==> src/rtl/tx_block_gearbox.sv <==
// TX gearbox: packs 66-bit coded blocks (MSB first) into a continuous NB_OUT-bit word stream,
// with valid/ready backpressure upstream and a single-bit slip for receiver relock testing.
module tx_block_gearbox #(
   parameter int NB_CODED_BLOCK = 66,
   parameter int NB_OUT         = 64,
   parameter int NB_BUF         = NB_CODED_BLOCK + NB_OUT - 1,
   parameter int NB_FILL        = $clog2(NB_BUF + 1)
) (
   input  logic                      i_clock,
   input  logic                      i_reset_n,
   input  logic                      i_enable,
   input  logic [NB_CODED_BLOCK-1:0] i_data,
   input  logic                      i_valid,
   output logic                      o_ready,
   input  logic                      i_slip,
   output logic [NB_OUT-1:0]         o_data,
   output logic                      o_valid,
   output logic                      o_underflow,
   output logic [NB_FILL-1:0]        o_fill
);

   localparam logic [NB_FILL:0] OUT_W = (NB_FILL+1)'(NB_OUT);
   localparam logic [NB_FILL:0] BLK_W = (NB_FILL+1)'(NB_CODED_BLOCK);
   localparam logic [NB_FILL:0] BUF_W = (NB_FILL+1)'(NB_BUF);

   logic [NB_BUF-1:0]  buf_q, buf_d, buf_out, buf_slip, blk_ext;
   logic [NB_FILL-1:0] fill_q, fill_d;
   logic [NB_OUT-1:0]  data_q;
   logic               valid_q, underflow_q;
   logic [NB_FILL:0]   fill_x, fill_out, fill_slip;
   logic               out_fire, slip_ok, accept;

   // One extra bit of headroom so fill + block never wraps in the ready test.
   assign fill_x   = {1'b0, fill_q};
   assign out_fire = (fill_x >= OUT_W);
   assign fill_out = out_fire ? fill_x - OUT_W : fill_x;
   assign o_ready  = i_reset_n & i_enable & ((fill_out + BLK_W) <= BUF_W);

   always_comb begin
      buf_out   = out_fire ? (buf_q << NB_OUT) : buf_q;
      slip_ok   = i_slip && (fill_out != '0);
      buf_slip  = slip_ok ? (buf_out << 1) : buf_out;
      fill_slip = fill_out - {{NB_FILL{1'b0}}, slip_ok};
      blk_ext   = '0;
      blk_ext[NB_BUF-1 -: NB_CODED_BLOCK] = i_data;
      accept    = i_valid && o_ready;
      // Bits below fill are always zero, so the new block can be OR-ed in at the tail.
      buf_d     = accept ? (buf_slip | (blk_ext >> fill_slip)) : buf_slip;
      fill_d    = NB_FILL'(accept ? fill_slip + BLK_W : fill_slip);
   end

   always_ff @(posedge i_clock or negedge i_reset_n) begin
      if (!i_reset_n) begin
         buf_q       <= '0;
         fill_q      <= '0;
         data_q      <= '0;
         valid_q     <= 1'b0;
         underflow_q <= 1'b0;
      end else if (i_enable) begin
         buf_q       <= buf_d;
         fill_q      <= fill_d;
         valid_q     <= out_fire;
         underflow_q <= !out_fire;
         if (out_fire) data_q <= buf_q[NB_BUF-1 -: NB_OUT];
      end else begin
         valid_q     <= 1'b0;
         underflow_q <= 1'b0;
      end
   end

   assign o_data      = data_q;
   assign o_valid     = valid_q;
   assign o_underflow = underflow_q;
   assign o_fill      = fill_q;

endmodule

==> config.mk <==
export PLATFORM = sky130hd
export DESIGN_NAME = tx_block_gearbox
export DESIGN_NICKNAME = d
export VERILOG_FILES = /design/src/rtl/tx_block_gearbox.sv
export SDC_FILE = /design/constraint.sdc
export NUM_CORES = 1
export LEC_CHECK = 0
export CAP_MARGIN = 20
export CORE_AREA = 2 2 189 191
export CTS_CLUSTER_DIAMETER = 40
export DETAILED_ROUTE_END_ITERATION = 8
export DIE_AREA = 0 0 191 193
export GPL_TIMING_DRIVEN = 0
export SLEW_MARGIN = 0
export SYNTH_ARGS = -nofsm -noshare
export SYNTH_HDL_FRONTEND = slang
export SYNTH_SLANG_ARGS = --single-unit
==> constraint.sdc <==
create_clock -name i_clock -period 6.26 [get_ports i_clock]
set_clock_uncertainty 0.15 [all_clocks]
set_input_delay 1.252 -clock i_clock [delete_from_list [all_inputs] [get_ports i_clock]]
set_output_delay 1.252 -clock i_clock [all_outputs]
set_load 0.01 [all_outputs]
==> results.txt, run 1 <==
via count of the first global-routing pass - 16499
post-CTS setup buffers - 0
num rows - 69
crit path DAT - 6.35 ns
simple-gate area share of the yosys netlist - 0.160
post-layout min period - 6.05 ns
Yosys Warn Count - 0
initial antenna violation count - 6
adder-cell share of the synthesized area - 0.00406
die area - 36900 µm²
global route overflow - 0
core area - 35000 µm²
WL/cell - 34.7 µm
Antenna Nets Post-Route - 0
RSZ-0062 raised after global routing - no
relative slew slack - 0.179
max_cap viols - 0
Post-Synth XOR/XNOR Area - 0.0140
complex-gate fraction of the synthesized area - 0.188
Worst Path Max Fanout - 16
total negative slack - 0 ns
count of hold buffers inserted by post-cts repair - 0
Post-synth top flop - dfrtp_1
Synthesized Nets - 1868
Unique masters post-synth - 70
Max Fclk - 165 MHz
routed vias - 16848
first-pass GRT wire length - 120000 µm
status - completed
largest net degree at the start of global routing - 121
Synth area leader - dfrtp_1
CTS buffer count - 30
largest family of logic cells by synthesized area - multiplexers
top cell type's share of synthesized area - 0.330
Final Net Count - 2051
PortBufs - 144
CTS max path bufs - 3
Detailed Route WL - 85400 µm
Layout area overhead - 21.6%
syn_area_per_cell - 8.60 µm²
Cells after Synth - 1792
Tcrit/Tclk final - 0.967
Die Span X - 191 µm
Seq/Total Area, Yosys - 0.330
Total Routing Usage GR - 0.462
Worst-path clk slew - 0.06 ns
most common cell after layout, fill and taps aside - nand2_1
IO Pins - 146
number of flops mapped to enable cells by yosys - 0
worst path required time - 6.56 ns
CTS sink count - 203
Crit Path Class - in -> reg
DR DRC count - 0
Final setup viols - 0
via/cell ratio - 6.85
clock root cell - clkbuf_16
FF+latch count, synth - 203
Critical Path Source Type - input pin
H-tree depth - 1
final slew viol count - 0
Async SR Flop Fraction - 1.00
mux cell area share after synthesis - 0.261
worst-margin pin slew - 1.23 ns
CTS tree - built
Crit. End Element - flop
final hold vios - 0
area of the mapped netlist - 15400 µm²
Initial DRC Count - 2122
Initial Utilization - 0.441
most frequent cells in the layout - 310 x nand2_1, 282 x mux2i_1, 203 x dfrtp_1
Clock Latency Late Sink - 0.60 ns
synth top area cells - dfrtp_1 33%, mux2i_1 19%, nand2_1 7.6%
Die Ht - 193 µm
Pre-antenna DRT Iters - 9
GP Congestion - 1.05
Worst Hold Class - reg -> reg
layout cell share with drive strength beyond 1 - 0.125
post-DP HPWL - 67600 µm
# fillers - 3192
registers in the layout, summed over array words and instances (netlist names):
| signal | cells |
|---|---|
| o_data | 64 |
| o_underflow | 1 |
| o_fill | 8 |
| buf_q | 129 |
| o_valid | 1 |
path summary, 6_finish.rpt:
check / startpoint / end / slack [ns] / depth (start not counted)
setup / recovery: i_slip / buf_q[96] / 0.21 / 13
hold / removal: o_data[52] / o_data[52] / 0.36 / 1
setup reg to reg: o_fill[7] / buf_q[45] / 0.22 / 17
hold reg to reg: o_data[52] / o_data[52] / 0.36 / 1
max in group asynchronous: i_reset_n / o_data[59] / 4.34 / 2
min in group asynchronous: i_reset_n / o_data[10] / 0.59 / 1
per-layer routing:
metal | global-route usage | share of wire | vias to the layer above
met5 | 0 | 0.00048 | -
met3 | 0.138 | 0.11 | 395
met4 | 0.367 | 0.092 | 6
li1 | - | - | 6973
met2 | 0.691 | 0.42 | 1270
met1 | 0.554 | 0.37 | 8204
logic make-up (layout without fill, tap and decap cells):
kind of cell,Yosys count,count (layout)
compound gates,443,443
xor+xnor,19,19
fa+ha+maj,5,5
buf+inv,154,361
flops,203,203
mux,384,384
other cells,0,1
simple gates,584,584
metrics by stage:
stage	util	setup WS, ns	cell area [µm²]	instances	hold slack (ns)
global route	0.536	0.0192	18700	2460	0.368
detailed placement	0.501	-1.85	17500	2402	0.342
CTS	0.534	0.00349	18700	2458	0.356
global placement	0.498	-5.91	17400	2397	0.337
floorplan	-	1.56	15400	1792	0.310
finish	0.536	0.205	18700	2461	0.357
cells in the mapped netlist (7+ instances only):
master     instances
nand2_1          310
mux2i_1          293
dfrtp_1          203
nor2_1           139
a21oi_1          106
o21ai_0          103
mux2_2            85
clkbuf_1          84
nand3_1           55
a22oi_1           38
buf_2             33
o22ai_1           29
a31oi_1           24
nor3_1            24
buf_1             19
a222oi_1          18
o211ai_1          18
o221ai_1          13
a221oi_1          11
and3_1            11
a32o_1             9
a2bb2oi_1          8
inv_1              8
xnor2_1            8
and2_1             7
nand2b_1           7
nor4_1             7
cell type report:
class / count / area [µm²] / area share
multi-input cells: 1435 / 9820 / 0.524
flip-flops and latches: 203 / 5080 / 0.271
repair buffers: 152 / 1560 / 0.0835
clock buffers: 35 / 810 / 0.0432
plain buffers: 144 / 641 / 0.0342
well taps: 461 / 577 / 0.0308
clock inverters: 21 / 219 / 0.0117
inverters: 9 / 33.8 / 0.00180
diodes: 1 / 2.50 / 0.000134
critical path, stage by stage:
cell,delay [ns]
clkdlybuf4s50_1,0.46
nand2_1,0.23
inv_2,0.37
buf_4,0.40
ha_1,0.36
nand2b_1,0.29
nand3_1,0.23
xnor2_2,0.59
clkbuf_2,0.53
clkbuf_1,0.70
o21ai_0,0.34
o21ai_0,0.41
o21ai_0,0.16
what timing repair did:
item | in CTS | in global routing
setup endpoints to repair | 132 | 100
gates cloned | 0 | 0
resized for setup | 41 | 11
endpoints found under the hold margin | 0 | 0
Power of run 1 is left out: the tool's default activity adds up to more than one toggle a clock period on the data nets, which glitch-free logic cannot reach.
==> run 2, diff against run 1 <==
CAP_MARGIN = 30   (was 20)
REMOVE_ABC_BUFFERS = 1   (was not set)
==> results.txt, run 2 (same netlist as run 1, synthesis figures left out) <==
initial antenna violation count - 0 (-6)
Reg2Reg Setup Slack - 0.23 ns (about the same)
IO Pins - 146 (unchanged)
Worst Hold Class - reg -> reg
Die Ht - 193 µm (unchanged)
Critical Path Most Common Cell - mux2i_1
CTS max path bufs - 3 (unchanged)
core area - 35000 µm² (unchanged)
total negative slack - 0 ns (unchanged)
max_cap viols - 0 (unchanged)
worst setup path startpoint - o_fill[5]
first-pass GRT wire length - 95700 µm (-20%)
Tcrit/Tclk final - 0.963 (-0.00431)
Crit path depth - 15 (+2)
worst-margin pin slew - 1.03 ns (-0.197 ns)
routed vias - 15291 (-9.2%)
PortBufs - 145 (+0.69%)
Placement Setup Slack - -1.57 ns (+0.273 ns)
Crit Path Class - reg -> reg
crit path cell chain - nor3_1, nand2_1, nand2_4, buf_12, inv_8, ha_4, buf_16, mux2i_1, mux2i_1, mux2i_1, a22oi_1, mux2i_1, nor2_1, a211oi_1, o21ai_0
DR DRC count - 0 (unchanged)
Hold WS - 0.349 ns (-0.00868 ns)
Hold Path Depth - 1 (unchanged)
worst reg2reg startpoint - o_fill[5]
CP delay by family, top - multiplexers
Worst Path Max Fanout - 71 (+55)
crit path DAT - 6.29 ns (-0.06 ns)
peak supply drop - 407 µV
Max Fclk - 166 MHz (+0.45%)
WL/cell - 27.0 µm (-22%)
Pre-antenna DRT Iters - 9 (unchanged)
Crit. End Element - flop
via/cell ratio - 6.46 (-5.6%)
Detailed Route WL - 63900 µm (-25%)
post-layout min period - 6.03 ns (-0.0270 ns)
Slowest cell on crit path - ha_4
Antenna Nets Post-Route - 0 (unchanged)
status - completed
crit path buf inv count - 3 (-2)
global route overflow - 0 (unchanged)
design area - 19200 µm² (+2.6%)
Total Routing Usage GR - 0.348 (-0.114)
Power Density - 695 nW/µm²
CTS buffer count - 39 (+30%)
GP Congestion - 1.02 (-3.7%)
max reg flops - 129 (unchanged)
worst hold start - o_data[63]
num rows - 69 (unchanged)
final worst slack - 0.232 ns (+0.0270 ns)
r2r endpoint - buf_q[39]
Reg2Reg Depth - 15 (-2)
clock root cell - clkbuf_16
Reg with most FFs - buf_q
final slew viol count - 0 (unchanged)
layout cell share with drive strength beyond 1 - 0.130 (+0.00555)
die area - 36900 µm² (unchanged)
Worst Setup EP - buf_q[39]
Final setup viols - 0 (unchanged)
Clock Latency Late Sink - 0.57 ns (-0.03 ns)
CTS sink count - 203 (unchanged)
# fillers - 3249 (+1.8%)
worst path required time - 6.52 ns (-0.04 ns)
static leakage - 8.46 nW
Critical Path Source Type - flop
Initial DRC Count - 1802 (-15%)
Worst-path clk slew - 0.05 ns (about the same)
largest net degree at the start of global routing - 114 (-5.8%)
CTS tree - built
cell area after placement - 17700 µm² (+1.2%)
post-DP HPWL - 46200 µm (-32%)
relative slew slack - 0.312 (+0.133)
Die Span X - 191 µm (unchanged)
Layout area overhead - 24.8%
H-tree depth - 2 (+1)
Final Net Count - 1951 (-4.9%)
most frequent cells in the layout - 305 x nand2_1, 293 x mux2i_1, 202 x dfrtp_1
Crit path largest cell delay - 0.71 ns (about the same)
via count of the first global-routing pass - 14992 (-9.1%)
Initial Utilization - 0.441 (unchanged)
RSZ-0062 raised after global routing - no
most common cell after layout, fill and taps aside - nand2_1
count of hold buffers inserted by post-cts repair - 0 (unchanged)
n_diodes - 0 (-1)
final hold vios - 0 (unchanged)
## run 2: what timing repair did
| action | 4_1_cts | 5_1_grt |
|---|---|---|
| pin swaps | 1 | 2 |
| resized for setup | 12 | 9 |
| buffers inserted | 1 | 1 |
| endpoints found under the setup margin | 89 | 80 |
| gates cloned | 0 | 2 |
## run 2: per-stage QoR
| step | instances | power, W | utilization |
|---|---|---|---|
| 2_1_floorplan | 1647 | 0.00742 | - |
| 3_3_place_gp | 2253 | 0.0106 | 0.481 |
| 3_5_place_dp | 2291 | 0.0108 | 0.507 |
| 4_1_cts | 2364 | 0.0131 | 0.548 |
| 5_1_grt | 2367 | 0.0140 | 0.550 |
| 6_report | 2367 | 0.0134 | 0.550 |
## run 2: how the worst min path moves through the flow
stage | end | slack [ns]
after floorplan | buf_q[24] | 0.31
after global placement | o_data[41] | 0.34
after detailed placement | o_data[54] | 0.34
after CTS | o_data[63] | 0.35
after global routing | o_data[17] | 0.36
final | o_data[63] | 0.35
## run 2: cell type report
cell class | count | area [µm²] | area share
Clock buffer | 48 | 1060 | 0.0552
Clock inverter | 24 | 303 | 0.0158
Inverter | 9 | 41.3 | 0.00215
Multi-Input combinational cell | 1437 | 9980 | 0.519
Sequential cell | 203 | 5080 | 0.264
Tap cell | 461 | 577 | 0.0300
Timing Repair Buffer | 185 | 2190 | 0.114
## run 2: per-layer routing
layer  routed length [µm]  vias to the layer above  GRT usage
met5                    0                        -          0
met4                 2940                        0      0.159
met3                 5500                      150     0.0621
met2                28100                      844      0.533
met1                27300                     7495      0.478
li1                     -                     6802          -
## run 2: where the power goes
part	switching, W	leakage (nW)	internal, W	total [W]
logic	0.00553	5.38	0.00328	0.00880
registers	0.000493	2.42	0.00186	0.00235
clock network	0.000782	0.654	0.00143	0.00221
## run 2: worst register-to-register path, delay by kind of cell (launching register included)
kind                       cells  cell delay (ns)
AOI/OAI and AO/OA              3             0.82
DFF                            1             0.65
muxes                          4             1.72
adders and majority gates      1             0.77
buffers and inverters          3             0.83
and+or+nand+nor                4             0.94
(Power assumes the default switching activity.)
